===== config.mk =====
export PLATFORM = sky130hd
export DESIGN_NAME = axis_packet_width_converter
export DESIGN_NICKNAME = d
export VERILOG_FILES = /design/src/rtl/axis_packet_width_converter.sv
export SDC_FILE = /design/constraint.sdc
export NUM_CORES = 1
export LEC_CHECK = 0
export ABC_AREA = 1
export ABC_CLOCK_PERIOD_IN_PS = 3900
export CELL_PAD_IN_SITES_DETAIL_PLACEMENT = 0
export CELL_PAD_IN_SITES_GLOBAL_PLACEMENT = 1
export CORE_MARGIN = 3
export CORE_UTILIZATION = 42
export DETAILED_ROUTE_END_ITERATION = 12
export HOLD_SLACK_MARGIN = 0.05
export PLACE_DENSITY_LB_ADDON = 0.1
export SETUP_SLACK_MARGIN = 0.5
export SLEW_MARGIN = 25
export SYNTH_ARGS = -nofsm -noshare
export SYNTH_HDL_FRONTEND = slang
export SYNTH_SLANG_ARGS = --single-unit

===== constraint.sdc =====
create_clock -name aclk -period 3.9 [get_ports aclk]
set_clock_uncertainty 0.1 [all_clocks]
set_input_delay 0.585 -clock aclk [delete_from_list [all_inputs] [get_ports aclk]]
set_output_delay 0.585 -clock aclk [all_outputs]
set_load 0.005 [all_outputs]

===== src/rtl/axis_packet_width_converter.sv =====
// axis_packet_width_converter: AXI-Stream width converter carrying tkeep/tlast/tuser/tdest
module axis_packet_width_converter #(
  parameter int SLAVE_WIDTH  = 2,
  parameter int MASTER_WIDTH = 4,
  parameter int USER_WIDTH   = 1,
  parameter int DEST_WIDTH   = 1
) (
  input  logic                      aclk,
  input  logic                      arst,
  input  logic [SLAVE_WIDTH*8-1:0]  s_axis_tdata,
  input  logic [SLAVE_WIDTH-1:0]    s_axis_tkeep,
  input  logic                      s_axis_tlast,
  input  logic [USER_WIDTH-1:0]     s_axis_tuser,
  input  logic [DEST_WIDTH-1:0]     s_axis_tdest,
  input  logic                      s_axis_tvalid,
  output logic                      s_axis_tready,
  output logic [MASTER_WIDTH*8-1:0] m_axis_tdata,
  output logic [MASTER_WIDTH-1:0]   m_axis_tkeep,
  output logic                      m_axis_tlast,
  output logic [USER_WIDTH-1:0]     m_axis_tuser,
  output logic [DEST_WIDTH-1:0]     m_axis_tdest,
  output logic                      m_axis_tvalid,
  input  logic                      m_axis_tready
);
  localparam int RATIO = MASTER_WIDTH >= SLAVE_WIDTH ? MASTER_WIDTH / SLAVE_WIDTH
                                                     : SLAVE_WIDTH / MASTER_WIDTH;
  localparam int IW = RATIO > 1 ? $clog2(RATIO) : 1;
  if ((MASTER_WIDTH >= SLAVE_WIDTH ? MASTER_WIDTH % SLAVE_WIDTH
                                   : SLAVE_WIDTH % MASTER_WIDTH) != 0) begin : g_bad
    $error("axis_packet_width_converter: widths must be integer multiples");
  end
  if (MASTER_WIDTH >= SLAVE_WIDTH) begin : g_up
    // Equal width is the RATIO=1 case: every beat completes its group.
    logic [IW-1:0]             idx;
    logic [MASTER_WIDTH*8-1:0] st_data, nx_data;
    logic [MASTER_WIDTH-1:0]   st_keep, nx_keep;
    logic                      acc, done;
    always_comb begin
      s_axis_tready = !arst && (!m_axis_tvalid || m_axis_tready);
      acc = s_axis_tvalid && s_axis_tready;
      done = idx == IW'(RATIO - 1) || s_axis_tlast;
      nx_data = st_data | ((MASTER_WIDTH*8)'(s_axis_tdata) << (idx * SLAVE_WIDTH * 8));
      nx_keep = st_keep | (MASTER_WIDTH'(s_axis_tkeep) << (idx * SLAVE_WIDTH));
    end
    always_ff @(posedge aclk or posedge arst) begin
      if (arst) begin
        idx <= '0;
        st_data <= '0;
        st_keep <= '0;
        m_axis_tdata <= '0;
        m_axis_tkeep <= '0;
        m_axis_tlast <= 1'b0;
        m_axis_tuser <= '0;
        m_axis_tdest <= '0;
        m_axis_tvalid <= 1'b0;
      end else begin
        if (m_axis_tvalid && m_axis_tready) m_axis_tvalid <= 1'b0;
        if (acc && done) begin
          m_axis_tdata <= nx_data;
          m_axis_tkeep <= nx_keep;
          m_axis_tlast <= s_axis_tlast;
          m_axis_tuser <= s_axis_tuser;
          m_axis_tdest <= s_axis_tdest;
          m_axis_tvalid <= 1'b1;
          st_data <= '0;
          st_keep <= '0;
          idx <= '0;
        end else if (acc) begin
          st_data <= nx_data;
          st_keep <= nx_keep;
          idx <= idx + 1'b1;
        end
      end
    end
  end else begin : g_dn
    logic [SLAVE_WIDTH*8-1:0] h_data;
    logic [SLAVE_WIDTH-1:0]   h_keep;
    logic                     h_last, held, above, acc, in_any;
    logic [USER_WIDTH-1:0]    h_user;
    logic [DEST_WIDTH-1:0]    h_dest;
    logic [IW-1:0]            seg, nxt, first;
    // Downward scan so the lowest qualifying segment wins.
    always_comb begin
      above = 1'b0;
      nxt = seg;
      first = '0;
      for (int i = RATIO - 1; i >= 0; i--) begin
        if (i > int'(seg) && |h_keep[i*MASTER_WIDTH +: MASTER_WIDTH]) begin
          above = 1'b1;
          nxt = IW'(i);
        end
        if (|s_axis_tkeep[i*MASTER_WIDTH +: MASTER_WIDTH]) first = IW'(i);
      end
      in_any = |s_axis_tkeep;
      m_axis_tvalid = held;
      m_axis_tdata = h_data[seg*MASTER_WIDTH*8 +: MASTER_WIDTH*8];
      m_axis_tkeep = h_keep[seg*MASTER_WIDTH +: MASTER_WIDTH];
      m_axis_tlast = h_last && !above;
      m_axis_tuser = h_user;
      m_axis_tdest = h_dest;
      s_axis_tready = !arst && (!held || (m_axis_tready && !above));
      acc = s_axis_tvalid && s_axis_tready;
    end
    always_ff @(posedge aclk or posedge arst) begin
      if (arst) begin
        held <= 1'b0;
        seg <= '0;
        h_data <= '0;
        h_keep <= '0;
        h_last <= 1'b0;
        h_user <= '0;
        h_dest <= '0;
      end else begin
        if (held && m_axis_tready) begin
          if (above) seg <= nxt;
          else held <= 1'b0;
        end
        // An empty non-final beat is accepted but never held.
        if (acc && (in_any || s_axis_tlast)) begin
          held <= 1'b1;
          seg <= first;
          h_data <= s_axis_tdata;
          h_keep <= s_axis_tkeep;
          h_last <= s_axis_tlast;
          h_user <= s_axis_tuser;
          h_dest <= s_axis_tdest;
        end
      end
    end
  end
endmodule


==> results_dict.tcl <==
set metrics [dict create \
    status "completed" \
    ir_drop_uv 252.3 \
    yosys.area_share.simple 0.3650 \
    netlist_instances 458 \
    synth_area_mm2 0.003712 \
    grtUsageTotal 0.1965 \
    maxCapViolCount 0 \
    worstReg2RegStart "g_up.idx" \
    syn2layout_area_growth_pct 21.00 \
    cts_buffers 9 \
    setup_viol 0 \
    maxSlewHeadroom 0.5164 \
    worst_slew_pin_slew_ns 0.7254 \
    synth_top_family_by_area "simple AND/OR/NAND/NOR gates" \
    worst_ep_arrival_time_ns 1.73 \
    period_share 0.6200 \
    critPathLaunchType "primary input" \
    finalPower_uw 2317 \
    dpl_worst_slack_ns 1.274 \
    cts-hold-fix-buffers 0 \
    yosysWarnings 0 \
    critPathMaxStageDelay_ns 0.51 \
    cts_setup_buffers 0 \
    routabilityCongestion 0.7571 \
    grt_pass1_vias 2949 \
    std_cell_rows 33 \
    crit_fanout 2 \
    setup_slack_ns 1.482 \
    path_cells "clkdlybuf4s50_1 -> inv_2 -> a21oi_4 -> clkdlybuf4s50_1" \
    fin_tns_setup_ns 0 \
    r2r_cells 5 \
    antenna_cells 0 \
    clkTransAtPathRegs_ns 0.08 \
    io_pins 66 \
    required_ns 3.21 \
    synthAdderAreaFrac 0 \
    ys_ff_latch 77 \
    max_freq_mhz 413.6 \
    synth.area.mux_share 0 \
    die_height_um 100.0 \
    crit_top_cell "clkdlybuf4s50_1" \
    hold_viol 0 \
    antenna_found_initial 0 \
    cts_sinks 77 \
    root_buffer "clkbuf_8" \
    viasPerCell 5.063 \
    hold_depth 2 \
    dp_hpwl_mm 5.750 \
    grt_pass1_wl_mm 15.48 \
    critical_path_class "in -> out" \
    pwr_density_cell_mw_per_mm2 515.8 \
    min_period_ns 2.418 \
    worstSetupEndpointType "output pin" \
    reg2reg_slack_ns 1.93 \
    port_buffers 65 \
    design.die.area_mm2 0.01000 \
    report.final.slew_viol_count 0 \
    ys_types 19 \
    drt_first_pass_iters 4 \
    synth-compound-area-share 0.004382 \
    die_w_um 100.0 \
    rsz0062_at_grt "no" \
    critPathLaunch "m_axis_tready" \
    clkLatencyLatePin_ns 0.35 \
    fillerInstances 807 \
    synthXorXnorAreaFrac 0 \
    cts_max_level 3 \
    routedWlPerCell_um 14.89 \
    crit_end "s_axis_tready" \
    dpl_cell_area_mm2 0.004277 \
    cp_top_family "buffers and inverters" \
    postSynthAreaPerCell_um2 8.105 \
    start_util 0.4429 \
    seq_area_mm2 0.001927 \
    drc_errors 0 \
    multi_input_area_mm2 0.001371 \
    ys_seq_area_frac 0.5190 \
    cts_resized 0 \
    cp.depth 4 \
    hold_ws_ns 0.3736 \
    postRouteAntennaNets 0 \
    drive_gt1_frac 0.06067 \
    nNetsFinal 531 \
    cpMaxStageDelayCell "clkdlybuf4s50_1" \
    r2r-end "m_axis_tdata[18]" \
    grt_max_degree 78 \
    core_area_mm2 0.008382 \
    drtIter0Drc 225 \
    wl_mm 9.173 \
    vias 3119 \
    synth_nets 483 \
    final_area_mm2 0.004492 \
    p_leak_uw 0.002390 \
    path_buf_inv 3 \
    min_path_type "reg -> reg" \
    grt_overflow 0 \
    cts_tree "done" \
    ctsLongestPathBuffers 2 \
]
-- routing by layer --
| layer | wire length [µm] | vias up | GRT usage |
|---|---|---|---|
| li1 | - | 1549 | - |
| met1 | 4421 | 1476 | 0.2858 |
| met2 | 4157 | 85 | 0.2930 |
| met3 | 484 | 9 | 0.03961 |
| met4 | 109 | 0 | 0.06839 |
| met5 | 0 | - | 0 |
-- synthesized netlist by cell type --
master | number | area share
a21oi_4 | 1 | 0.0044
buf_1 | 1 | 0.0010
buf_2 | 12 | 0.016
buf_4 | 6 | 0.012
buf_6 | 12 | 0.036
clkbuf_1 | 2 | 0.0020
dfrtp_1 | 77 | 0.52
inv_1 | 38 | 0.038
inv_2 | 2 | 0.0020
inv_4 | 2 | 0.0034
nand2_1 | 231 | 0.23
nand2_2 | 1 | 0.0017
nand2_4 | 1 | 0.0030
nand3_1 | 1 | 0.0013
nand3_2 | 1 | 0.0027
nand4_1 | 67 | 0.11
nand4_4 | 1 | 0.0057
nor2_1 | 1 | 0.0010
nor2_4 | 1 | 0.0030
-- cells by family after synthesis --
kind of cell / count (synthesis)
simple gates: 305
buf+inv: 75
compound gates: 1
flops: 77
-- sequential cells by signal (all words and copies together) (netlist names) --
| name | flops |
|---|---|
| g_up.st_data | 32 |
| m_axis_tdata | 32 |
| m_axis_tuser | 1 |
| m_axis_tlast | 1 |
| m_axis_tdest | 1 |
| m_axis_tkeep | 4 |
| g_up.st_keep | 4 |
| g_up.idx | 1 |
| m_axis_tvalid | 1 |
-- how the worst min path moves through the flow --
stage                     startpoint                to  slack (ns)
global route        m_axis_tdata[15]  m_axis_tdata[15]        0.40
global placement    m_axis_tdata[28]  m_axis_tdata[28]        0.35
finish              m_axis_tdata[28]  m_axis_tdata[28]        0.37
detailed placement  m_axis_tdata[21]  m_axis_tdata[21]        0.36
CTS                 m_axis_tdata[21]  m_axis_tdata[21]        0.38
floorplan           g_up.st_data[12]  g_up.st_data[12]        0.35
-- placed cells by master (no fill, tap or decap), drive strengths merged --
cell type,instances
nor2,2
a21oi,1
dfrtp,77
nand4,68
nand3,2
nand2,233
clkinv,2
clkdlybuf4s50,64
clkbuf,13
clkinvlp,1
buf,6
bufinv,1
inv,41
-- worst reg2reg max path, stage by stage (launching register included) --
cell,delay [ns]
dfrtp_1,0.40
inv_4,0.13
nand2_4,0.34
nand4_4,0.60
nand2_1,0.24
nand2_1,0.07
-- area by class of cell --
cell class / instances / area share
Sequential cell: 77 / 0.4290
Multi-Input combinational cell: 306 / 0.3053
Timing Repair Buffer: 70 / 0.1529
Clock buffer: 13 / 0.03760
Inverter: 42 / 0.03649
Tap cell: 105 / 0.02925
Clock inverter: 3 / 0.009471
-- through the flow --
stage / std cells / util
final: 616 / 0.5359
after global routing: 616 / 0.5359
after CTS: 616 / 0.5355
after detailed placement: 600 / 0.5102
after global placement: 600 / 0.5102
after floorplan: 458 / -
-- report_power, final --
part           leakage (µW)  switching, µW  internal [µW]  total [µW]
Combinational       0.00126            327            314         640
Sequential          0.00102           82.5            951        1030
Clock              0.000106            295            348         643
(Power assumes the default switching activity.)
==> edit 1: new RTL, same flow settings <==
Reset style: synchronous (`arst`), changed in 2 clocked blocks.
--- a/src/rtl/axis_packet_width_converter.sv
+++ b/src/rtl/axis_packet_width_converter.sv
@@ -44,3 +44,3 @@
     end
-    always_ff @(posedge aclk or posedge arst) begin
+    always_ff @(posedge aclk) begin
       if (arst) begin
@@ -103,3 +103,3 @@
     end
-    always_ff @(posedge aclk or posedge arst) begin
+    always_ff @(posedge aclk) begin
       if (arst) begin
Check against the original RTL: differs if arst is asserted again (counterexample within 4 cycles, from zero or initial values and one cycle with arst high); with arst held inactive, the same outputs for 10 cycles.
==> edit 1 against the unedited design <==
- die area fell by 11%
- setup slack lost 0.14 ns
- utilization up 2.5 points
- critical endpoint unchanged
- sequential cell count stayed put
- cell count rose by 7.8%
- area after synthesis fell by 12%
- final area is 7.5% lower
- routed wire length is 23% lower
- non-clock buffer count fell by 2
- register-to-register slack worse by 0.43 ns
- global-route usage shrank 2.6 points
- count of clock-buffer cells in the layout shrank 3
- critical path type unchanged
Power is not compared: it rests on default switching activity, and its combinational part moved more than twofold at a synthesized area within 25%.
==> edit 1: results (changes against the unedited design) <==
GRT
  – Met1 usage: 21.6% (was 28.6%)
  – First-pass GRT wire length: 11,900 um (was 15,500 um)
  – Met2 Use GR: 28.1% (was 29.3%)
  – Vias in the first global route: 2,645 (was 2,949)
  – Largest net degree at the start of global routing: 75 (was 78)
  – GR Util met3: 3.43% (was 3.96%)

Yosys
  – Seq/Total Area, Yosys: 47.0% (was 51.9%)
  – Synth async-reset ratio: 0% (was 100%)
  – Yosys cell types: 16 (was 19)
  – Syn Nets: 529 (was 483)

Worst hold path
  – HP Start: m_axis_tlast$_SDFFE_PP0P_ (was m_axis_tdata[28]$_DFFE_PP0P_)
  – Hold Path End: m_axis_tlast$_SDFFE_PP0P_ (was m_axis_tdata[28]$_DFFE_PP0P_)

Detailed routing
  – Met3 wire length: 267 um (was 484 um)
  – Vias post-DR: 2,887 (was 3,119)
  – WL met1: 3500 um (was 4420 um)
  – Drt initial violations: 112 (was 225)

Critical path
  – R2r setup slk: 1.50 ns (was 1.93 ns)
  – Worst EP arrival: 1.87 ns (was 1.73 ns)
  – R2r endpoint: g_up.idx$_SDFFE_PP0P_ (was m_axis_tdata[18]$_DFFE_PP0P_)

Finish
  – Number of nets in the layout: 586 (was 531)
  – Non-clk buf share: 16.2% (was 15.3%)
  – Multi-input gate area: 0.00124 sq mm (was 0.00137 sq mm)
  – Inverters: 97 (was 42)
  – #MultiIn Comb: 308 (was 306)
  – Fillcell total: 728 (was 807)
  – Number of non-clock buffers: 68 (was 70)

Timing
  – Relative slew slack: 49.1% (was 51.6%)

Die
  – Initial core utilization: 44.2% (was 44.3%)

Placement
  – Cell Area, Placed: 0.00394 sq mm (was 0.00428 sq mm)

Outcome
  – Run status: completed (unchanged)
edit 1: cell count changes after synthesis, sizes merged:
cell | unedited run | this run
xor2 | 0 | 1
o21ai | 0 | 37
dfrtp | 77 | 0
nand2 | 233 | 149
a21oi | 1 | 2
nand4 | 68 | 3
buf | 31 | 19
inv | 42 | 97
dfxtp | 0 | 77
nor2 | 2 | 114
clkbuf | 2 | 3
edit 1: through the flow:
| step | cells | utilization, % | hold slack (ns) |
|---|---|---|---|
| floorplan | 504 | - | 0.377 |
| global placement | 649 | 53.2 | 0.367 |
| detailed placement | 649 | 53.2 | 0.376 |
| CTS | 664 | 56.1 | 0.393 |
| global route | 664 | 56.1 | 0.419 |
| finish | 664 | 56.1 | 0.389 |
edit 1: worst max-delay path by stage:
stage | start | endpoint | slack [ns] | depth (start not counted)
floorplan | m_axis_tready | s_axis_tready | 2.40 | 2
global placement | arst | g_up.idx$_SDFFE_PP0P_ | 1.29 | 6
detailed placement | arst | g_up.idx$_SDFFE_PP0P_ | 1.26 | 6
CTS | m_axis_tready | s_axis_tready | 1.33 | 4
global route | m_axis_tready | s_axis_tready | 1.23 | 4
finish | m_axis_tready | s_axis_tready | 1.34 | 4
edit 1: kinds of logic after synthesis:
kind of cell | after synthesis | share of synthesized area, %
AND/OR/NAND/NOR | 268 | 31.3
buffers and inverters | 119 | 15.4
flip-flops | 77 | 47.0
AO/OA/AOI/OAI | 39 | 5.96
XOR/XNOR | 1 | 0.267
edit 1: power groups by stage:
stage / Clock (mW) / Combinational [mW] / Sequential [mW]
6_report: 0.647 / 0.234 / 0.843
5_1_grt: 0.699 / 0.269 / 0.847
4_1_cts: 0.668 / 0.238 / 0.843
3_5_place_dp: 0 / 0.236 / 0.861
3_3_place_gp: 0 / 0.235 / 0.861
2_1_floorplan: 0 / 0.138 / 0.857
==> edit 2: new RTL, same flow settings <==
Made on the original files. Set the parameter `SLAVE_WIDTH` to 1 (it was 2).
--- a/src/rtl/axis_packet_width_converter.sv
+++ b/src/rtl/axis_packet_width_converter.sv
@@ -2,3 +2,3 @@
 module axis_packet_width_converter #(
-  parameter int SLAVE_WIDTH  = 2,
+  parameter int SLAVE_WIDTH  = 1,
   parameter int MASTER_WIDTH = 4,
Ports: changed (resized s_axis_tdata and s_axis_tkeep); port bits go from 66 to 57. The function was not compared with the original's and may differ.
==> edit 2 against the unedited design <==
- routed wire length shrank 6.7%
- critical path depth unchanged
- fmax is 4.6% lower
- combinational power decreased by 6.6%
- final area shrank 5.4%
- power shrank 6.5%
- sequential cell count is 1 higher
- first-iteration DRC count up 6.2%
- global-route usage shrank 0.90 points
- setup slack got worse by 0.12 ns
- area after synthesis decreased by 4.6%
- clock power decreased by 19%
- critical endpoint unchanged
- largest cell class unchanged
- largest power group unchanged
- highest routed layer unchanged
==> edit 2: results (changes against the unedited design) <==
Outcome
  – Run status: completed (unchanged)

Yosys
  – Top cells by count, synth: nand2_1 (220), dfrtp_1 (78), nand3_1 (54), inv_1 (21), o21bai_1 (18) (was nand2_1 (231), dfrtp_1 (77), nand4_1 (67), inv_1 (38))
  – Seq/Total Area, Yosys: 55.1% (was 51.9%)
  – Synth async-reset ratio: 100% (unchanged)
  – Yosys cell types: 19 (unchanged)
  – Syn Nets: 446 (was 483)
  – Top cells by area in the synthesized netlist: dfrtp_1 (55%), nand2_1 (23%), nand3_1 (7.6%) (was dfrtp_1 (52%), nand2_1 (23%), nand4_1 (11%))

Finish
  – Number of nets in the layout: 494 (was 531)
  – Layout cells sized above 1: 4.79% (was 6.07%)
  – Fillcell total: 761 (was 807)

Detailed routing
  – Wirelength per Cell: 14.7 um (was 14.9 um)
  – Vias per inst: 5.02 (was 5.06)
  – Drt initial violations: 239 (was 225)

Critical path
  – R2r setup slk: 1.52 ns (was 1.93 ns)
  – R2r endpoint: m_axis_tdata[16]$_DFFE_PP0P_ (was m_axis_tdata[18]$_DFFE_PP0P_)
  – R2R cell count: 7 (was 5)
  – Worst EP arrival: 1.85 ns (was 1.73 ns)
  – Launching point of the worst reg2reg path: g_up.idx[0]$_DFFE_PP0P_ (was g_up.idx$_DFFE_PP0P_)
  – Crit-path max FO: 3 (was 2)

Worst hold path
  – Hold depth: 2 (unchanged)
  – Hold Path End: m_axis_tlast$_DFFE_PP0P_ (was m_axis_tdata[28]$_DFFE_PP0P_)
  – HP Start: m_axis_tlast$_DFFE_PP0P_ (was m_axis_tdata[28]$_DFFE_PP0P_)

Power
  – Leak pwr: 2.27 nW (was 2.39 nW)
  – Max IR drop VDD: 0.000211 V (was 0.000252 V)
  – Switching Share: 31.1% (was 30.4%)

Placement
  – PortBufs: 56 (was 65)
  – Routability cong.: 0.726 (was 0.757)
  – Cell Area, Placed: 0.00409 sq mm (was 0.00428 sq mm)
  – Post-DP HPWL: 5290 um (was 5750 um)

GRT
  – Vias in the first global route: 2,943 (was 2,949)
  – GR Util All Layers: 18.7% (was 19.6%)
  – Largest net degree at the start of global routing: 80 (was 78)
  – First-pass GRT wire length: 14,700 um (was 15,500 um)

Clock tree
  – Post_cts resized: 0 (unchanged)
  – Maximum clock path buffer count: 2 (unchanged)
  – H-Tree Depth: 3 (unchanged)
  – Clock transition at path regs: ~0.070 ns
  – Root buffer cell: clkbuf_8 (unchanged)
  – Setup bufs post-CTS: 0 (unchanged)

Timing
  – Worst Tran Pin Value: 0.773 ns (was 0.725 ns)
edit 2: changes by cell type after synthesis, moves of 2 or more:
cell / before / now
buf_2: 12 / 10
buf_4: 6 / 4
buf_6: 12 / 8
inv_1: 38 / 21
inv_2: 2 / 4
inv_4: 2 / 0
nand2_1: 231 / 220
nand3_1: 1 / 54
nand4_1: 67 / 3
o21bai_1: 0 / 18
edit 2: power groups by stage:
stage | logic [mW] | registers [mW] | clock network [mW]
6_report | 0.598 | 1.05 | 0.521
5_1_grt | 0.674 | 1.07 | 0.562
4_1_cts | 0.607 | 1.05 | 0.531
3_5_place_dp | 0.604 | 1.06 | 0
3_3_place_gp | 0.594 | 1.06 | 0
2_1_floorplan | 0.316 | 1.05 | 0
edit 2: worst max path at each step:
stage	start	endpoint	slack (ns)	depth (start not counted)
after global placement	s_axis_tvalid	g_up.st_data[20]$_DFFE_PP0P_	1.08	5
final	m_axis_tready	s_axis_tready	1.37	4
after global routing	s_axis_tvalid	g_up.st_data[0]$_DFFE_PP0P_	1.27	5
after CTS	m_axis_tready	s_axis_tready	1.36	4
after floorplan	arst	g_up.st_data[10]$_DFFE_PP0P_	1.47	6
after detailed placement	arst	m_axis_tdata[20]$_DFFE_PP0P_	1.06	7
edit 2: cell families (layout without fill, tap and decap cells):
kind of cell,Yosys count,in the layout,synth area share (%)
adder cells (fa/ha/maj),1,1,0.353
AND/OR/NAND/NOR,281,281,32.8
flip-flops,78,78,55.1
AO/OA/AOI/OAI,20,20,4.10
buffers and inverters,49,100,7.66
edit 2: critical path, stage by stage:
cell             delay (ns)
clkdlybuf4s50_1        0.45
inv_1                  0.05
a21oi_1                0.21
clkdlybuf4s50_1        0.55
edit 2: metrics by stage:
step                      setup WS [ns]  instances  hold slack [ns]  utilization (%)
after floorplan                    1.47        429            0.343                -
after global placement             1.08        568            0.355             51.3
after detailed placement           1.06        568            0.360             51.3
after CTS                          1.36        582            0.379             53.3
after global routing               1.27        582            0.395             53.3
final                              1.37        582            0.374             53.3
edit 2: area by class of cell:
type | instances | share of cell area [%]
Inverter | 26 | 2.33
Clock buffer | 12 | 3.42
Tap cell | 102 | 3.00
Multi-Input combinational cell | 302 | 31.1
Clock inverter | 2 | 0.236
Sequential cell | 78 | 45.9
Timing Repair Buffer | 60 | 14.0
edit 2: routing by layer:
layer / part of all wire (%) / wire [um] / track usage [%] / vias up
met1: 48 / 4130 / 26.5 / 1415
met5: 0 / 0 / 0 / -
met4: 0.97 / 83 / 6.60 / 0
met3: 3.8 / 329 / 3.36 / 6
met2: 47 / 4020 / 29.1 / 69
li1: - / - / - / 1433
